[src/rtl/stack_pkg.sv]
// Shared types and defaults for the parametrised operand stack.
package stack_pkg;

  localparam int DATA_W_DEF = 8;
  localparam int DEPTH_DEF  = 256;

  typedef enum logic [2:0] {
    OP_NONE,
    OP_PUSH,
    OP_POP,
    OP_REPL,
    OP_TOS
  } stack_op_e;

  // Ceiling log2 evaluated at elaboration time; 1 and 2 both map to 1 bit or less.
  function automatic int clog2(input int value);
    int r;
    r = 0;
    for (int i = 0; i < 31; i++) begin
      if ((1 << i) < value) r = i + 1;
    end
    return r;
  endfunction

endpackage

[src/rtl/param_stack_if.sv]
// Request/response bundle between the control FSM and the operand stack.
interface param_stack_if
  import stack_pkg::*;
#(
  parameter int DATA_W = DATA_W_DEF,
  parameter int DEPTH  = DEPTH_DEF,
  parameter int PTR_W  = clog2(DEPTH)
);
  // push/pop/tos are single-cycle request strobes with no backpressure; the stack
  // accepts every request, and d_out_vld is a one-cycle response strobe that marks
  // d_out as freshly loaded on the edge after a successful pop, replace or tos.
  logic              push;
  logic              pop;
  logic              tos;
  logic              clr_err;
  logic [DATA_W-1:0] d_in;
  logic [DATA_W-1:0] d_out;
  logic              d_out_vld;
  logic [PTR_W:0]    count;
  logic              empty;
  logic              full;
  logic              overflow;
  logic              underflow;

  modport master (
    output push, pop, tos, clr_err, d_in,
    input  d_out, d_out_vld, count, empty, full, overflow, underflow
  );

  modport slave (
    input  push, pop, tos, clr_err, d_in,
    output d_out, d_out_vld, count, empty, full, overflow, underflow
  );
endinterface

[src/rtl/stack_ram.sv]
// DEPTH x DATA_W storage: synchronous write, asynchronous read (distributed RAM).
module stack_ram #(
  parameter int DATA_W = 8,
  parameter int DEPTH  = 256,
  parameter int ADDR_W = 8
) (
  input  logic              clk,
  input  logic              we_i,
  input  logic [ADDR_W-1:0] waddr_i,
  input  logic [DATA_W-1:0] wdata_i,
  input  logic [ADDR_W-1:0] raddr_i,
  output logic [DATA_W-1:0] rdata_o
);

  logic [DATA_W-1:0] mem_q [DEPTH];

  always_ff @(posedge clk) begin
    if (we_i) mem_q[waddr_i] <= wdata_i;
  end

  assign rdata_o = mem_q[raddr_i];

endmodule

[src/rtl/param_stack.sv]
// Parametrised LIFO operand stack with replace-top, status and sticky error flags.
module param_stack
  import stack_pkg::*;
#(
  parameter int DATA_W = DATA_W_DEF,
  parameter int DEPTH  = DEPTH_DEF,
  parameter int PTR_W  = clog2(DEPTH)
) (
  input logic         clk,
  input logic         rst,
  param_stack_if.slave bus
);

  localparam logic [PTR_W:0]   FULL_CNT = (PTR_W + 1)'(DEPTH);
  localparam logic [PTR_W:0]   CNT_ONE  = (PTR_W + 1)'(1);
  localparam logic [PTR_W-1:0] PTR_ONE  = PTR_W'(1);

  stack_op_e         op;
  logic [PTR_W:0]    count_q, count_d;
  logic [DATA_W-1:0] dout_q, dout_d;
  logic              vld_q, vld_d;
  logic              ovf_q, ovf_d;
  logic              unf_q, unf_d;
  logic              ovf_set, unf_set;
  logic              is_empty, is_full;
  logic              we;
  logic [PTR_W-1:0]  top_addr, wr_addr;
  logic [DATA_W-1:0] rd_data;

  assign is_empty = (count_q == '0);
  assign is_full  = (count_q == FULL_CNT);

  // Low pointer bits are zero when full, so the subtraction still lands on DEPTH-1.
  assign top_addr = count_q[PTR_W-1:0] - PTR_ONE;
  assign wr_addr  = (op == OP_REPL && !is_empty) ? top_addr : count_q[PTR_W-1:0];

  always_comb begin
    op = OP_NONE;
    if (bus.push && bus.pop) op = OP_REPL;
    else if (bus.push)       op = OP_PUSH;
    else if (bus.pop)        op = OP_POP;
    else if (bus.tos)        op = OP_TOS;
  end

  always_comb begin
    count_d = count_q;
    dout_d  = dout_q;
    vld_d   = 1'b0;
    ovf_set = 1'b0;
    unf_set = 1'b0;
    we      = 1'b0;
    case (op)
      OP_REPL: begin
        we = 1'b1;
        if (!is_empty) begin
          dout_d = rd_data;
          vld_d  = 1'b1;
        end else begin
          // Replace on an empty stack degrades to a push but still flags the missing pop.
          count_d = count_q + CNT_ONE;
          unf_set = 1'b1;
        end
      end
      OP_PUSH: begin
        if (!is_full) begin
          we      = 1'b1;
          count_d = count_q + CNT_ONE;
        end else begin
          ovf_set = 1'b1;
        end
      end
      OP_POP: begin
        if (!is_empty) begin
          dout_d  = rd_data;
          vld_d   = 1'b1;
          count_d = count_q - CNT_ONE;
        end else begin
          unf_set = 1'b1;
        end
      end
      OP_TOS: begin
        if (!is_empty) begin
          dout_d = rd_data;
          vld_d  = 1'b1;
        end else begin
          unf_set = 1'b1;
        end
      end
      default: ;
    endcase
    ovf_d = (ovf_q && !bus.clr_err) || ovf_set;
    unf_d = (unf_q && !bus.clr_err) || unf_set;
  end

  always_ff @(posedge clk) begin
    if (rst) begin
      count_q <= '0;
      dout_q  <= '0;
      vld_q   <= 1'b0;
      ovf_q   <= 1'b0;
      unf_q   <= 1'b0;
    end else begin
      count_q <= count_d;
      dout_q  <= dout_d;
      vld_q   <= vld_d;
      ovf_q   <= ovf_d;
      unf_q   <= unf_d;
    end
  end

  stack_ram #(
    .DATA_W (DATA_W),
    .DEPTH  (DEPTH),
    .ADDR_W (PTR_W)
  ) u_ram (
    .clk     (clk),
    .we_i    (we && !rst),
    .waddr_i (wr_addr),
    .wdata_i (bus.d_in),
    .raddr_i (top_addr),
    .rdata_o (rd_data)
  );

  assign bus.count     = count_q;
  assign bus.empty     = is_empty;
  assign bus.full      = is_full;
  assign bus.d_out     = dout_q;
  assign bus.d_out_vld = vld_q;
  assign bus.overflow  = ovf_q;
  assign bus.underflow = unf_q;

endmodule

[src/flat_wrapper.sv]
// flat-port wrapper written by rule: the top's interface ports become plain ports
module param_stack_flat import stack_pkg::*;
#(
  parameter int DATA_W = DATA_W_DEF,
  parameter int DEPTH  = DEPTH_DEF,
  parameter int PTR_W  = clog2(DEPTH)
)
  (clk, rst, bus_push, bus_pop, bus_tos, bus_clr_err, bus_d_in, bus_d_out, bus_d_out_vld, bus_count, bus_empty, bus_full, bus_overflow, bus_underflow);
  param_stack_if #(.DATA_W(DATA_W), .DEPTH(DEPTH), .PTR_W(PTR_W)) bus_i ();
  input logic clk;
  input logic rst;
  input wire logic [$bits(bus_i.push)-1:0] bus_push;
  input wire logic [$bits(bus_i.pop)-1:0] bus_pop;
  input wire logic [$bits(bus_i.tos)-1:0] bus_tos;
  input wire logic [$bits(bus_i.clr_err)-1:0] bus_clr_err;
  input wire logic [$bits(bus_i.d_in)-1:0] bus_d_in;
  output wire logic [$bits(bus_i.d_out)-1:0] bus_d_out;
  output wire logic [$bits(bus_i.d_out_vld)-1:0] bus_d_out_vld;
  output wire logic [$bits(bus_i.count)-1:0] bus_count;
  output wire logic [$bits(bus_i.empty)-1:0] bus_empty;
  output wire logic [$bits(bus_i.full)-1:0] bus_full;
  output wire logic [$bits(bus_i.overflow)-1:0] bus_overflow;
  output wire logic [$bits(bus_i.underflow)-1:0] bus_underflow;
  assign bus_i.push = bus_push;
  assign bus_i.pop = bus_pop;
  assign bus_i.tos = bus_tos;
  assign bus_i.clr_err = bus_clr_err;
  assign bus_i.d_in = bus_d_in;
  assign bus_d_out = bus_i.d_out;
  assign bus_d_out_vld = bus_i.d_out_vld;
  assign bus_count = bus_i.count;
  assign bus_empty = bus_i.empty;
  assign bus_full = bus_i.full;
  assign bus_overflow = bus_i.overflow;
  assign bus_underflow = bus_i.underflow;
  param_stack #(.DATA_W(DATA_W), .DEPTH(DEPTH), .PTR_W(PTR_W)) u_core (.clk(clk), .rst(rst), .bus(bus_i));
endmodule
[config.mk]
export PLATFORM = sky130hd
export DESIGN_NAME = param_stack_flat
export DESIGN_NICKNAME = d
export VERILOG_FILES = /design/src/rtl/stack_pkg.sv /design/src/rtl/param_stack_if.sv /design/src/rtl/stack_ram.sv /design/src/rtl/param_stack.sv /design/src/flat_wrapper.sv
export SDC_FILE = /design/constraint.sdc
export NUM_CORES = 2
export LEC_CHECK = 0
export ABC_AREA = 1
export CORE_MARGIN = 5
export CORE_UTILIZATION = 41
export CTS_BUF_LIST = sky130_fd_sc_hd__clkbuf_16
export DETAILED_ROUTE_END_ITERATION = 8
export PLACE_DENSITY = 0.64
export SETUP_SLACK_MARGIN = 0.1
export SYNTH_ARGS = -nofsm -noshare
export SYNTH_HDL_FRONTEND = slang
export SYNTH_SLANG_ARGS = --single-unit
[constraint.sdc]
create_clock -name clk -period 3.4 [get_ports clk]
set_input_delay 0.51 -clock clk [delete_from_list [all_inputs] [get_ports clk]]
set_output_delay 0.51 -clock clk [all_outputs]
set_load 0.005 [all_outputs]
==> metrics.txt <==
# TYPE chip_impl_metric gauge
chip_impl_info{name="outcome",value="finished clean"} 1
chip_impl_metric{name="total_core_area",unit="um2"} 204000
chip_impl_metric{name="drcViolationCount",unit=""} 0
chip_impl_metric{name="clock_sinks",unit=""} 2068
chip_impl_metric{name="synthToLayoutAreaGrowth",unit="%"} 15.1
chip_impl_metric{name="placed_cells_incl_taps",unit=""} 9681
chip_impl_info{name="timing.critical_path.slowest_stage_cell",value="sky130_fd_sc_hd__dfxtp_1"} 1
chip_impl_metric{name="ys_types",unit=""} 30
chip_impl_info{name="timing.critical_path.cells",value="inv_1, nand4_2, inv_1, nand2_1, nor2_1, nor2_1, nand2_1, nor3_2, nand2_2, buf_4, nor2_2"} 1
chip_impl_info{name="min-delay-path-class",value="input pin to register"} 1
chip_impl_metric{name="chip_width",unit="um"} 463
chip_impl_metric{name="combinationalPowerShare",unit="%"} 25.0
chip_impl_metric{name="detailroute.wirelength.met3",unit="mm"} 20.0
chip_impl_info{name="crit_path_start_kind",value="register"} 1
chip_impl_metric{name="postSynthNetCount",unit=""} 7167
chip_impl_metric{name="synth.yosys.seq_area_share",unit="%"} 73.7
chip_impl_metric{name="synth_area_per_cell",unit="um2"} 11.8
chip_impl_metric{name="dp_hpwl",unit="mm"} 138
chip_impl_metric{name="detailedRoute.firstIterationViolations",unit=""} 6604
chip_impl_metric{name="floorplan.die_area",unit="um2"} 214000
chip_impl_metric{name="row_count",unit=""} 166
chip_impl_metric{name="irDropWorstVdd",unit="V"} 0.000504
chip_impl_info{name="timing_worst_setup_path_type",value="register to register"} 1
chip_impl_info{name="grt_setup_unrepaired",value="true"} 1
chip_impl_metric{name="fin_setup_tns",unit="ns"} 0
chip_impl_metric{name="layout-drive-gt1-share",unit="%"} 11.8
chip_impl_metric{name="timing.reg2reg.setup_slack",unit="ns"} 0.24
chip_impl_info{name="hold_path.startpoint",value="bus_d_in[2]"} 1
chip_impl_metric{name="boundary_pins",unit=""} 36
chip_impl_metric{name="average_detailed_routed_wire_length_per_instance",unit="um"} 23.0
chip_impl_metric{name="ctsLongestPathBuffers",unit=""} 3
chip_impl_metric{name="die_height",unit="um"} 463
chip_impl_metric{name="power_share_of_the_clock_group",unit="%"} 32.5
chip_impl_metric{name="netSwitchingPower",unit="uW"} 21600
chip_impl_metric{name="cp.arrival",unit="ns"} 3.65
chip_impl_metric{name="antenna_left",unit=""} 0
chip_impl_metric{name="globalplace.congestion",unit=""} 0.902
chip_impl_metric{name="route.layer.met1.wl",unit="mm"} 92.4
chip_impl_metric{name="clock_latency",unit="ns"} 0.85
chip_impl_metric{name="grtUsageTotal",unit="%"} 21.0
chip_impl_metric{name="first_global_vias",unit=""} 54117
chip_impl_metric{name="power.share.switching",unit="%"} 32.4
chip_impl_metric{name="post_drt_via_cell_ratio",unit=""} 5.55
chip_impl_metric{name="final-hold-violation-count",unit=""} 0
chip_impl_metric{name="post_layout_nonfiller_instances",unit=""} 10039
chip_impl_metric{name="clock_slew_seen_by_the_registers_of_the_worst_setup_and_hold_paths",unit="ns"} 0.06
chip_impl_info{name="tritoncts",value="done"} 1
chip_impl_metric{name="design.final.nets",unit=""} 7217
chip_impl_metric{name="internal_power",unit="uW"} 45100
chip_impl_metric{name="detailedRoute.firstPassIterationCount",unit=""} 6
chip_impl_info{name="maxUsedRoutingLayer",value="met5"} 1
chip_impl_metric{name="syn_inst",unit=""} 7143
chip_impl_metric{name="fin_crit",unit="ns"} 3.16
chip_impl_metric{name="fin_worst_skew",unit="ns"} 0.0410
chip_impl_metric{name="maximum_capacitance_violations",unit=""} 0
chip_impl_metric{name="worstPathRequired",unit="ns"} 3.90
chip_impl_info{name="clk_root_buffer_cell",value="sky130_fd_sc_hd__clkbuf_16"} 1
chip_impl_metric{name="routed-via-count",unit=""} 55722
chip_impl_metric{name="yosys_register_bits",unit=""} 2068
chip_impl_metric{name="post-route-util",unit="%"} 47.4
chip_impl_metric{name="max_clock_freq",unit="MHz"} 317
chip_impl_metric{name="cts-buffers-inserted",unit=""} 197
chip_impl_metric{name="seqPwrFrac",unit="%"} 42.5
chip_impl_metric{name="finalWorstSetupSlack",unit="ns"} 0.243
chip_impl_info{name="crit-reg2reg-launch",value="u_core.bus.count[7]$_SDFFE_PP0P_"} 1
chip_impl_metric{name="p_leak",unit="uW"} 0.0334
chip_impl_metric{name="h-tree-depth",unit=""} 4
chip_impl_metric{name="worst_path_max_fanout",unit=""} 10
chip_impl_metric{name="globalRoute.totalOverflow",unit=""} 0
chip_impl_metric{name="numPortBuffers",unit=""} 35
chip_impl_metric{name="slew_violations",unit=""} 0
chip_impl_metric{name="grt_start_max_net_pins",unit=""} 219
chip_impl_info{name="hold_end",value="u_core.u_ram.mem_q[11][2]$_DFFE_PP_"} 1
chip_impl_metric{name="timing_worst_slew_pin_value",unit="ns"} 1.32
chip_impl_metric{name="route.met2.wl",unit="mm"} 109
chip_impl_info{name="rr_endpoint",value="u_core.u_ram.mem_q[80][0]$_DFFE_PP_"} 1
chip_impl_metric{name="p_per_area",unit="nW/um2"} 689
chip_impl_metric{name="period_share",unit="%"} 92.8
chip_impl_metric{name="post_synth_instance_area",unit="um2"} 84000
chip_impl_metric{name="wl",unit="mm"} 231
chip_impl_metric{name="worstRegToRegCells",unit=""} 11
chip_impl_metric{name="postCtsSetupRepairBufs",unit=""} 0
chip_impl_metric{name="worstHoldPathCells",unit=""} 1
chip_impl_metric{name="antenna-diode-count",unit=""} 0
chip_impl_metric{name="dpl_worst_slack",unit="ns"} 0.0803
chip_impl_metric{name="cpPeakStageDelay",unit="ns"} 0.52
chip_impl_metric{name="total_setup_violations_reported_at_the_end_of_the_flow",unit=""} 0
chip_impl_metric{name="slew-limit-headroom",unit="%"} 11.6
chip_impl_metric{name="antenna_found_initial",unit=""} 6
chip_impl_info{name="nature_of_the_critical_path_endpoint",value="register"} 1
chip_impl_metric{name="synth.yosys.warnings",unit=""} 0
chip_impl_metric{name="initial_utilization",unit="%"} 41.2
chip_impl_metric{name="grt_pass1_wl",unit="mm"} 342
[metal layers]
layer	track usage, %	vias up
met1	28.1	27345
met4	8.28	2
met3	4.09	413
met5	0	-
met2	34.1	2481
li1	-	25481
[registers in the layout, summed over array words and instances, names as in the netlist]
signal	cells
u_core.bus.count	9
u_core.u_ram.mem_q	2048
u_core.bus.d_out_vld	1
u_core.bus.d_out	8
u_core.bus.underflow	1
u_core.bus.overflow	1
[area by class of cell]
| class | instances | area (um2) |
|---|---|---|
| fill | 17833 | 107000 |
| timing repair buffer | 333 | 3840 |
| multi-input combinational | 4549 | 21100 |
| clock buffer | 201 | 5030 |
| sequential | 2068 | 61900 |
| clock inverter | 156 | 1330 |
| inverter | 44 | 180 |
| tap | 2688 | 3360 |
[metrics by stage]
step                hold WS (ns)  instance area, um2  power, uW
detailed placement         0.482               90300      45300
global placement           0.471               90300      45200
global route               0.107               96700      69200
finish                     0.131               96700      66600
CTS                       0.0994               96700      66700
floorplan                  0.460               84900      38200
[critical path: cells and delay by family, from the launching register on]
| family | cells | cell delay, ns |
|---|---|---|
| buf+inv | 3 | 0.54 |
| flops | 1 | 0.52 |
| simple gates | 8 | 1.72 |
[what timing repair did]
item / in CTS / in global routing
hold buffers: 1 / 0
resized for setup: 0 / 7
endpoints found under the setup margin: 0 / 56
hold endpoints to repair: 15 / 0
[power by group through the flow]
stage	clock (uW)	sequential, uW	combinational (uW)
finish	21600	28300	16700
global placement	0	28900	16300
detailed placement	0	28900	16400
global route	23000	28300	17900
floorplan	0	28800	9390
CTS	21900	28300	16500
[Yosys cell counts (all sizes together)]
cell type  instances  area, um2
edfxtp          2048      61500
nand3           2029      10200
xnor2              4       35.0
nor3               5       40.0
nor2             293       1170
fa                 1       20.0
or2                1       6.26
a21oi             19       95.1
o211ai             1       7.51
ha                 9        113
dfxtp             20        400
xor2               9        101
buf               85        397
clkbuf           397       1490
nand4              2       18.8
o21ai             18        116
inv               44        165
nand2           2158       8180
[worst max path at each step]
| stage | start | endpoint | slack [ns] | depth (start not counted) |
|---|---|---|---|---|
| 2_1_floorplan | u_core.bus.count[0]$_SDFFE_PP0P_ | u_core.u_ram.mem_q[134][0]$_DFFE_PP_ | 0.02 | 18 |
| 6_report | u_core.bus.count[7]$_SDFFE_PP0P_ | u_core.u_ram.mem_q[80][0]$_DFFE_PP_ | 0.24 | 11 |
| 3_5_place_dp | bus_push | u_core.u_ram.mem_q[68][3]$_DFFE_PP_ | 0.08 | 9 |
| 5_1_grt | u_core.bus.count[7]$_SDFFE_PP0P_ | u_core.u_ram.mem_q[80][0]$_DFFE_PP_ | 0.08 | 11 |
| 4_1_cts | u_core.bus.count[0]$_SDFFE_PP0P_ | bus_count[0] | 0.15 | 2 |
| 3_3_place_gp | bus_push | u_core.u_ram.mem_q[156][4]$_DFFE_PP_ | 0.16 | 9 |
[logic make-up (layout without fill, tap and decap cells)]
family / Yosys count / after routing / synth area share [%]
XOR/XNOR: 13 / 13 / 0.162
AO/OA/AOI/OAI: 38 / 38 / 0.261
AND/OR/NAND/NOR: 4488 / 4488 / 23.3
adder cells (fa/ha/maj): 10 / 10 / 0.158
flip-flops: 2068 / 2068 / 73.7
buffers and inverters: 526 / 734 / 2.44
[cell usage in the layout (no fill, tap or decap), drive strengths merged]
cell / instances
clkinv: 81
a21oi: 19
inv: 92
dlygate4sd3: 1
fa: 1
bufinv: 19
xor2: 9
or2: 1
o21ai: 18
nor2: 293
ha: 9
nand4: 2
nand3: 2029
clkinvlp: 8
clkbuf: 201
o211ai: 1
buf: 305
edfxtp: 2048
dfxtp: 20
nand2: 2158
nor3: 5
clkdlybuf4s50: 27
xnor2: 4
Note: power is estimated with default switching activity, not from simulation.
